**src/rtl/axi_arb_pkg.sv**
```systemverilog
// Shared types and encodings for the AXI write/read channel arbiters.
package axi_arb_pkg;

    typedef enum logic [1:0] {
        IDLE = 2'd0,
        ADDR = 2'd1,
        DATA = 2'd2,
        RESP = 2'd3
    } arb_state_e;

    localparam int LEN_W   = 8;
    localparam int SIZE_W  = 3;
    localparam int BURST_W = 2;
    localparam int RESP_W  = 2;

    localparam logic [BURST_W-1:0] BURST_FIXED = 2'b00;
    localparam logic [BURST_W-1:0] BURST_INCR  = 2'b01;
    localparam logic [BURST_W-1:0] BURST_WRAP  = 2'b10;

    localparam logic [RESP_W-1:0] RESP_OKAY   = 2'b00;
    localparam logic [RESP_W-1:0] RESP_EXOKAY = 2'b01;
    localparam logic [RESP_W-1:0] RESP_SLVERR = 2'b10;
    localparam logic [RESP_W-1:0] RESP_DECERR = 2'b11;

endpackage

```
**src/rtl/rr_arbiter.sv**
```systemverilog
// Combinational one-hot round-robin picker: the lowest requester above
// last_grant wins, otherwise the lowest requester overall.
module rr_arbiter #(
    parameter int NREQ = 2,
    parameter int IDXW = (NREQ > 1) ? $clog2(NREQ) : 1
) (
    input  logic [NREQ-1:0] req,
    input  logic [IDXW-1:0] last_grant,
    output logic [NREQ-1:0] gnt
);

    logic [NREQ-1:0] above;
    logic [NREQ-1:0] req_hi;
    logic [NREQ-1:0] pool;

    always_comb begin
        above = '0;
        for (int i = 0; i < NREQ; i++) begin
            above[i] = (IDXW'(i) > last_grant);
        end
        req_hi = req & above;
        pool   = (req_hi != '0) ? req_hi : req;
        // Two's-complement trick isolates the lowest set bit of the pool.
        gnt    = pool & (~pool + NREQ'(1));
    end

endmodule

```
**src/rtl/axi_wr_arbiter.sv**
```systemverilog
// Round-robin arbiter sharing one AXI write channel (AW/W/B) between NREQ
// requesters; owns one whole transaction at a time and generates wlast.
module axi_wr_arbiter
    import axi_arb_pkg::*;
#(
    parameter int NREQ = 2,
    parameter int AW   = 32,
    parameter int DW   = 64
) (
    input  logic                      clk,
    input  logic                      resetn,
    input  logic [NREQ-1:0]           s_awvalid,
    output logic [NREQ-1:0]           s_awready,
    input  logic [NREQ*AW-1:0]        s_awaddr,
    input  logic [NREQ*LEN_W-1:0]     s_awlen,
    input  logic [NREQ*SIZE_W-1:0]    s_awsize,
    input  logic [NREQ*BURST_W-1:0]   s_awburst,
    input  logic [NREQ-1:0]           s_wvalid,
    output logic [NREQ-1:0]           s_wready,
    input  logic [NREQ*DW-1:0]        s_wdata,
    input  logic [NREQ*(DW/8)-1:0]    s_wstrb,
    output logic [NREQ-1:0]           s_bvalid,
    input  logic [NREQ-1:0]           s_bready,
    output logic [RESP_W-1:0]         s_bresp,
    output logic [AW-1:0]             m_awaddr,
    output logic [LEN_W-1:0]          m_awlen,
    output logic [SIZE_W-1:0]         m_awsize,
    output logic [BURST_W-1:0]        m_awburst,
    output logic                      m_awvalid,
    input  logic                      m_awready,
    output logic [DW-1:0]             m_wdata,
    output logic [DW/8-1:0]           m_wstrb,
    output logic                      m_wlast,
    output logic                      m_wvalid,
    input  logic                      m_wready,
    input  logic [RESP_W-1:0]         m_bresp,
    input  logic                      m_bvalid,
    output logic                      m_bready,
    output logic [NREQ-1:0]           grant,
    output logic                      busy,
    output arb_state_e                dbg_state
);

    localparam int SW   = DW / 8;
    localparam int IDXW = $clog2(NREQ);

    // valid/ready: a transfer happens on the rising edge where both are high;
    // a raised valid holds its payload stable until that edge.

    arb_state_e           state_q, state_d;
    logic [NREQ-1:0]      grant_q, grant_d;
    logic [IDXW-1:0]      gidx_q, gidx_d;
    logic [IDXW-1:0]      last_q, last_d;
    logic [AW-1:0]        awaddr_q, awaddr_d;
    logic [LEN_W-1:0]     awlen_q, awlen_d;
    logic [SIZE_W-1:0]    awsize_q, awsize_d;
    logic [BURST_W-1:0]   awburst_q, awburst_d;
    logic                 awvalid_q, awvalid_d;
    logic [LEN_W-1:0]     cnt_q, cnt_d;

    logic [NREQ-1:0]      pick;
    logic [IDXW-1:0]      pick_idx;
    logic                 aw_hs, w_hs, b_hs;

    rr_arbiter #(.NREQ(NREQ), .IDXW(IDXW)) u_pick (
        .req        (s_awvalid),
        .last_grant (last_q),
        .gnt        (pick)
    );

    always_comb begin
        pick_idx = '0;
        for (int i = 0; i < NREQ; i++) begin
            if (pick[i]) pick_idx = IDXW'(i);
        end
    end

    assign aw_hs = awvalid_q & m_awready;
    assign w_hs  = m_wvalid & m_wready;
    assign b_hs  = (state_q == RESP) & m_bvalid & m_bready;

    always_comb begin
        state_d   = state_q;
        grant_d   = grant_q;
        gidx_d    = gidx_q;
        last_d    = last_q;
        awaddr_d  = awaddr_q;
        awlen_d   = awlen_q;
        awsize_d  = awsize_q;
        awburst_d = awburst_q;
        awvalid_d = awvalid_q;
        cnt_d     = cnt_q;
        case (state_q)
            IDLE: begin
                if (|s_awvalid) begin
                    grant_d   = pick;
                    gidx_d    = pick_idx;
                    awvalid_d = 1'b1;
                    state_d   = ADDR;
                    for (int i = 0; i < NREQ; i++) begin
                        if (pick[i]) begin
                            awaddr_d  = s_awaddr[i*AW +: AW];
                            awlen_d   = s_awlen[i*LEN_W +: LEN_W];
                            awsize_d  = s_awsize[i*SIZE_W +: SIZE_W];
                            awburst_d = s_awburst[i*BURST_W +: BURST_W];
                        end
                    end
                end
            end
            ADDR: begin
                if (aw_hs) begin
                    awvalid_d = 1'b0;
                    cnt_d     = awlen_q;
                    state_d   = DATA;
                end
            end
            DATA: begin
                // cnt counts remaining beats minus one, so awlen=255 never wraps.
                if (w_hs) begin
                    if (cnt_q == '0) state_d = RESP;
                    else             cnt_d   = cnt_q - LEN_W'(1);
                end
            end
            RESP: begin
                if (b_hs) begin
                    last_d  = gidx_q;
                    grant_d = '0;
                    state_d = IDLE;
                end
            end
            default: state_d = IDLE;
        endcase
    end

    always_comb begin
        s_awready = '0;
        s_wready  = '0;
        s_bvalid  = '0;
        s_bresp   = '0;
        m_wvalid  = 1'b0;
        m_wdata   = '0;
        m_wstrb   = '0;
        m_wlast   = 1'b0;
        m_bready  = 1'b0;
        for (int i = 0; i < NREQ; i++) begin
            if (grant_q[i]) begin
                case (state_q)
                    ADDR: s_awready[i] = m_awready;
                    DATA: begin
                        m_wvalid    = s_wvalid[i];
                        s_wready[i] = m_wready;
                        m_wdata     = s_wdata[i*DW +: DW];
                        m_wstrb     = s_wstrb[i*SW +: SW];
                        m_wlast     = (cnt_q == '0);
                    end
                    RESP: begin
                        s_bvalid[i] = m_bvalid;
                        s_bresp     = m_bresp;
                        m_bready    = s_bready[i];
                    end
                    default: ;
                endcase
            end
        end
    end

    always_ff @(posedge clk or negedge resetn) begin
        if (!resetn) begin
            state_q   <= IDLE;
            grant_q   <= '0;
            gidx_q    <= '0;
            last_q    <= IDXW'(NREQ - 1);
            awaddr_q  <= '0;
            awlen_q   <= '0;
            awsize_q  <= '0;
            awburst_q <= '0;
            awvalid_q <= 1'b0;
            cnt_q     <= '0;
        end else begin
            state_q   <= state_d;
            grant_q   <= grant_d;
            gidx_q    <= gidx_d;
            last_q    <= last_d;
            awaddr_q  <= awaddr_d;
            awlen_q   <= awlen_d;
            awsize_q  <= awsize_d;
            awburst_q <= awburst_d;
            awvalid_q <= awvalid_d;
            cnt_q     <= cnt_d;
        end
    end

    assign m_awaddr  = awaddr_q;
    assign m_awlen   = awlen_q;
    assign m_awsize  = awsize_q;
    assign m_awburst = awburst_q;
    assign m_awvalid = awvalid_q;
    assign grant     = grant_q;
    assign busy      = (state_q != IDLE);
    assign dbg_state = state_q;

endmodule
```
**config.mk**
```make
export PLATFORM = sky130hd
export DESIGN_NAME = axi_wr_arbiter
export DESIGN_NICKNAME = d
export VERILOG_FILES = /design/src/rtl/axi_arb_pkg.sv /design/src/rtl/rr_arbiter.sv /design/src/rtl/axi_wr_arbiter.sv
export SDC_FILE = /design/constraint.sdc
export NUM_CORES = 1
export LEC_CHECK = 0
export CAP_MARGIN = 40
export CORE_AREA = 4 4 146 148
export DETAILED_ROUTE_END_ITERATION = 12
export DIE_AREA = 0 0 150 152
export PLACE_DENSITY = 0.58
export RECOVER_POWER = 50
export SKIP_LAST_GASP = 1
export SLEW_MARGIN = 5
export SYNTH_ARGS = -nofsm -noshare
export SYNTH_HDL_FRONTEND = slang
export SYNTH_SLANG_ARGS = --single-unit
```
**constraint.sdc**
```tcl
create_clock -name clk -period 1.88 [get_ports clk]
set_input_delay 0.47 -clock clk [delete_from_list [all_inputs] [get_ports clk]]
set_output_delay 0.47 -clock clk [all_outputs]
set_load 0.02 [all_outputs]
```
==> impl_metrics.toml <==
[cts]
cts_sinks = 60
cts_tree = "done"
clk_latency_ps = 330
cts_made_buffers = 9
holdBufCountCts = 0
clock-root-buffer = "clkbuf_16"
htree_levels = 3
clk_path_buf_depth = 2
clk_pin_slew_ps = 50

[timing]
skew_ps = 3.29
drv_slew = 0
rsz0062_at_grt = "true"
finalHoldViolations = 0
holdWs_ps = 474
min_period_ps = 2130
setup_ws_ps = -249
tightest_slew_ps = 1480
period_share = 1.13
max_freq_mhz = 470
setup_violations = 112
slew_headroom = 0.0104

[layout]
drive_above_1_share = 0.410
fin_area_mm2 = 0.0108
fin_nets = 1214
fill_cells = 1825
area_growth_syn_to_layout_pct = 163

[synth]
yosysSeqAreaShare = 0.368
synth_nets = 747
yosysUniqueCellTypes = 49
ys_top_cells_by_area = "dfrtp_1, a22oi_1, mux2i_1"
synth_top_area_cell = "dfrtp_1"
synthArstFlopShare = 1.00
ys.flop_type = "dfrtp_1"
syn_area_per_cell_um2 = 8.28
netlist_area_mm2 = 0.00409
synth-edff-count = 0
synthCells = 494
ys_seq_elements = 60
ys_warn_count = 0
synth_top_area_frac = 0.361

[critical_path]
worst-path-max-fanout = 11
critical-path-max-stage-delay_ps = 410
critPathKind = "reg2out"
worstPathArrival_ps = 1660
critPathBufInv = 5
path_delay_family = "buffers and inverters"
setup.worst_path.start_class = "flop"
cp.required_ps = 1410
crit_chain = "inv_2 -> ha_4 -> inv_8 -> buf_12 -> buf_4 -> nor2_4 -> buf_6"
endpoint_kind = "output port"
crit_slowest_cell = "dfrtp_2"

[grt]
antenna_found_initial = 13
grt_pass1_wl_um = 35000
grt_pass1_vias = 5806
track_usage = 0.201
grt_overflow_total = 0
grt_max_degree = 61

[floorplanning]
die_y_um = 152
initial_core_util = 0.204
die_area_mm2 = 0.0228
rows = 52
die_w_um = 150
boundaryPins = 381
core_area_mm2 = 0.0200

[drt]
drtIter0Drc = 175
vias_per_cell = 4.57
drt-total-wl_um = 24500
ant_nets = 0
vias = 5691
drt_first_pass_iters = 4
drc_errors = 0
wl_per_cell_um = 19.7

[power]
leakagePower_nw = 4.33
powerDensity_mw_per_mm2 = 1500
ir_drop_v = 0.000636

[placement]
port_buffers = 380
gp_congestion = 0.838
hpwl_um = 18500
place_area_mm2 = 0.00923

[outcome]
violations = "max-capacitance violations, negative setup slack"
status = "finished with violations"

[flow_run]
cap_violations = 1

[hold_path]
hp-class = "reg2reg"
==> metal layers <==
metal	GRT usage	wire (um)
met5	0	67
met4	0.0841	847
met3	0.0721	2460
met2	0.352	12400
met1	0.217	8690
==> synth_stat cells (2+ instances only) <==
cell type	number
buf_1	3
buf_2	7
a2bb2oi_1	3
dfrtp_1	59
and3b_1	2
inv_1	10
nor3_1	4
clkbuf_1	31
nor4_1	4
nor3b_1	2
o21ai_0	50
a21oi_1	5
o31ai_1	3
or4_1	3
o211ai_1	4
or2_2	2
mux2_2	2
a211o_1	3
a211oi_1	3
a22oi_1	72
nand3_1	3
mux2i_1	47
nand2_1	51
ha_1	6
nor2_1	82
clkbuf_8	2
and3_1	8
a21bo_2	2
==> layout make-up <==
class | count | area (um^2) | share of cell area
repair buffers | 499 | 5110 | 0.474
clock inverters | 5 | 82.6 | 0.00767
flip-flops and latches | 60 | 1510 | 0.140
diodes | 8 | 20.0 | 0.00186
inverters | 11 | 51.3 | 0.00476
well taps | 270 | 338 | 0.0314
multi-input cells | 380 | 3410 | 0.317
clock buffers | 11 | 253 | 0.0235
==> power by group <==
part	internal [W]	switching, W
Clock	0.00124	0.000600
Combinational	0.00598	0.00590
Sequential	0.00195	0.000453
==> cell usage in the layout, fill, tap and decap left out, types with 47 or more instances in the layout <==
cell,synthesis,layout
mux2i_1,47,47
buf_6,0,48
clkdlybuf4s50_1,0,291
dfrtp_1,59,56
nor2_4,0,62
buf_4,0,116
a22oi_2,0,55
o21ai_0,50,50
nand2_1,51,50
==> cell families (layout without fill, tap and decap cells) <==
| family | count (synthesis) | in the layout | share of synthesized area |
|---|---|---|---|
| flops | 60 | 60 | 0.368 |
| compound gates | 153 | 153 | 0.251 |
| simple gates | 172 | 172 | 0.186 |
| mux | 49 | 49 | 0.121 |
| other cells | 0 | 8 | 0 |
| buf+inv | 54 | 526 | 0.0566 |
| fa+ha+maj | 6 | 6 | 0.0184 |
==> per-stage QoR <==
stage	power (W)	cells	worst slack [ps]	TNS, ps	util
final	0.0161	1244	-249	-14910	0.538
after global routing	0.0171	1244	-310	-26320	0.538
after CTS	0.0153	1219	-271	-14970	0.518
after detailed placement	0.0118	1167	-563	-35100	0.461
after global placement	0.0117	1167	-578	-34520	0.461
after floorplan	0.00766	494	-13.6	-18.1	-
==> state kept, by name, indices dropped and copies added, names as in the netlist <==
name and flops:
dbg_state 2, m_awaddr 32, gidx_q 1, m_awsize 3, last_q 1, m_awlen 8, m_awburst 2, grant 2
cnt_q 8, m_awvalid 1
==> worst min-delay path, delay by kind of cell (launching register included) <==
kind               cells  cell delay, ps
AOI/OAI and AO/OA      1              60
DFF                    1             340
and+or+nand+nor        1              50
==> worst paths after layout <==
path	from	endpoint	slack [ps]	cells after the start
setup / recovery	dbg_state[0]	m_wdata[26]	-250	7
hold reg to reg	m_awaddr[30]	m_awaddr[30]	470	2
min in group asynchronous	resetn	m_awsize[2]	580	2
max in group asynchronous	resetn	grant[1]	300	2
hold / removal	m_awaddr[30]	m_awaddr[30]	470	2
setup reg to reg	dbg_state[1]	dbg_state[1]	-210	8
==> timing repair <==
action                     4_1_cts  5_1_grt
setup endpoints to repair       98       93
pin swaps                       30       22
gates cloned                     7        3
buffers inserted                29       15
gates resized for setup        505       60
Power figures use the tool's default switching activity.
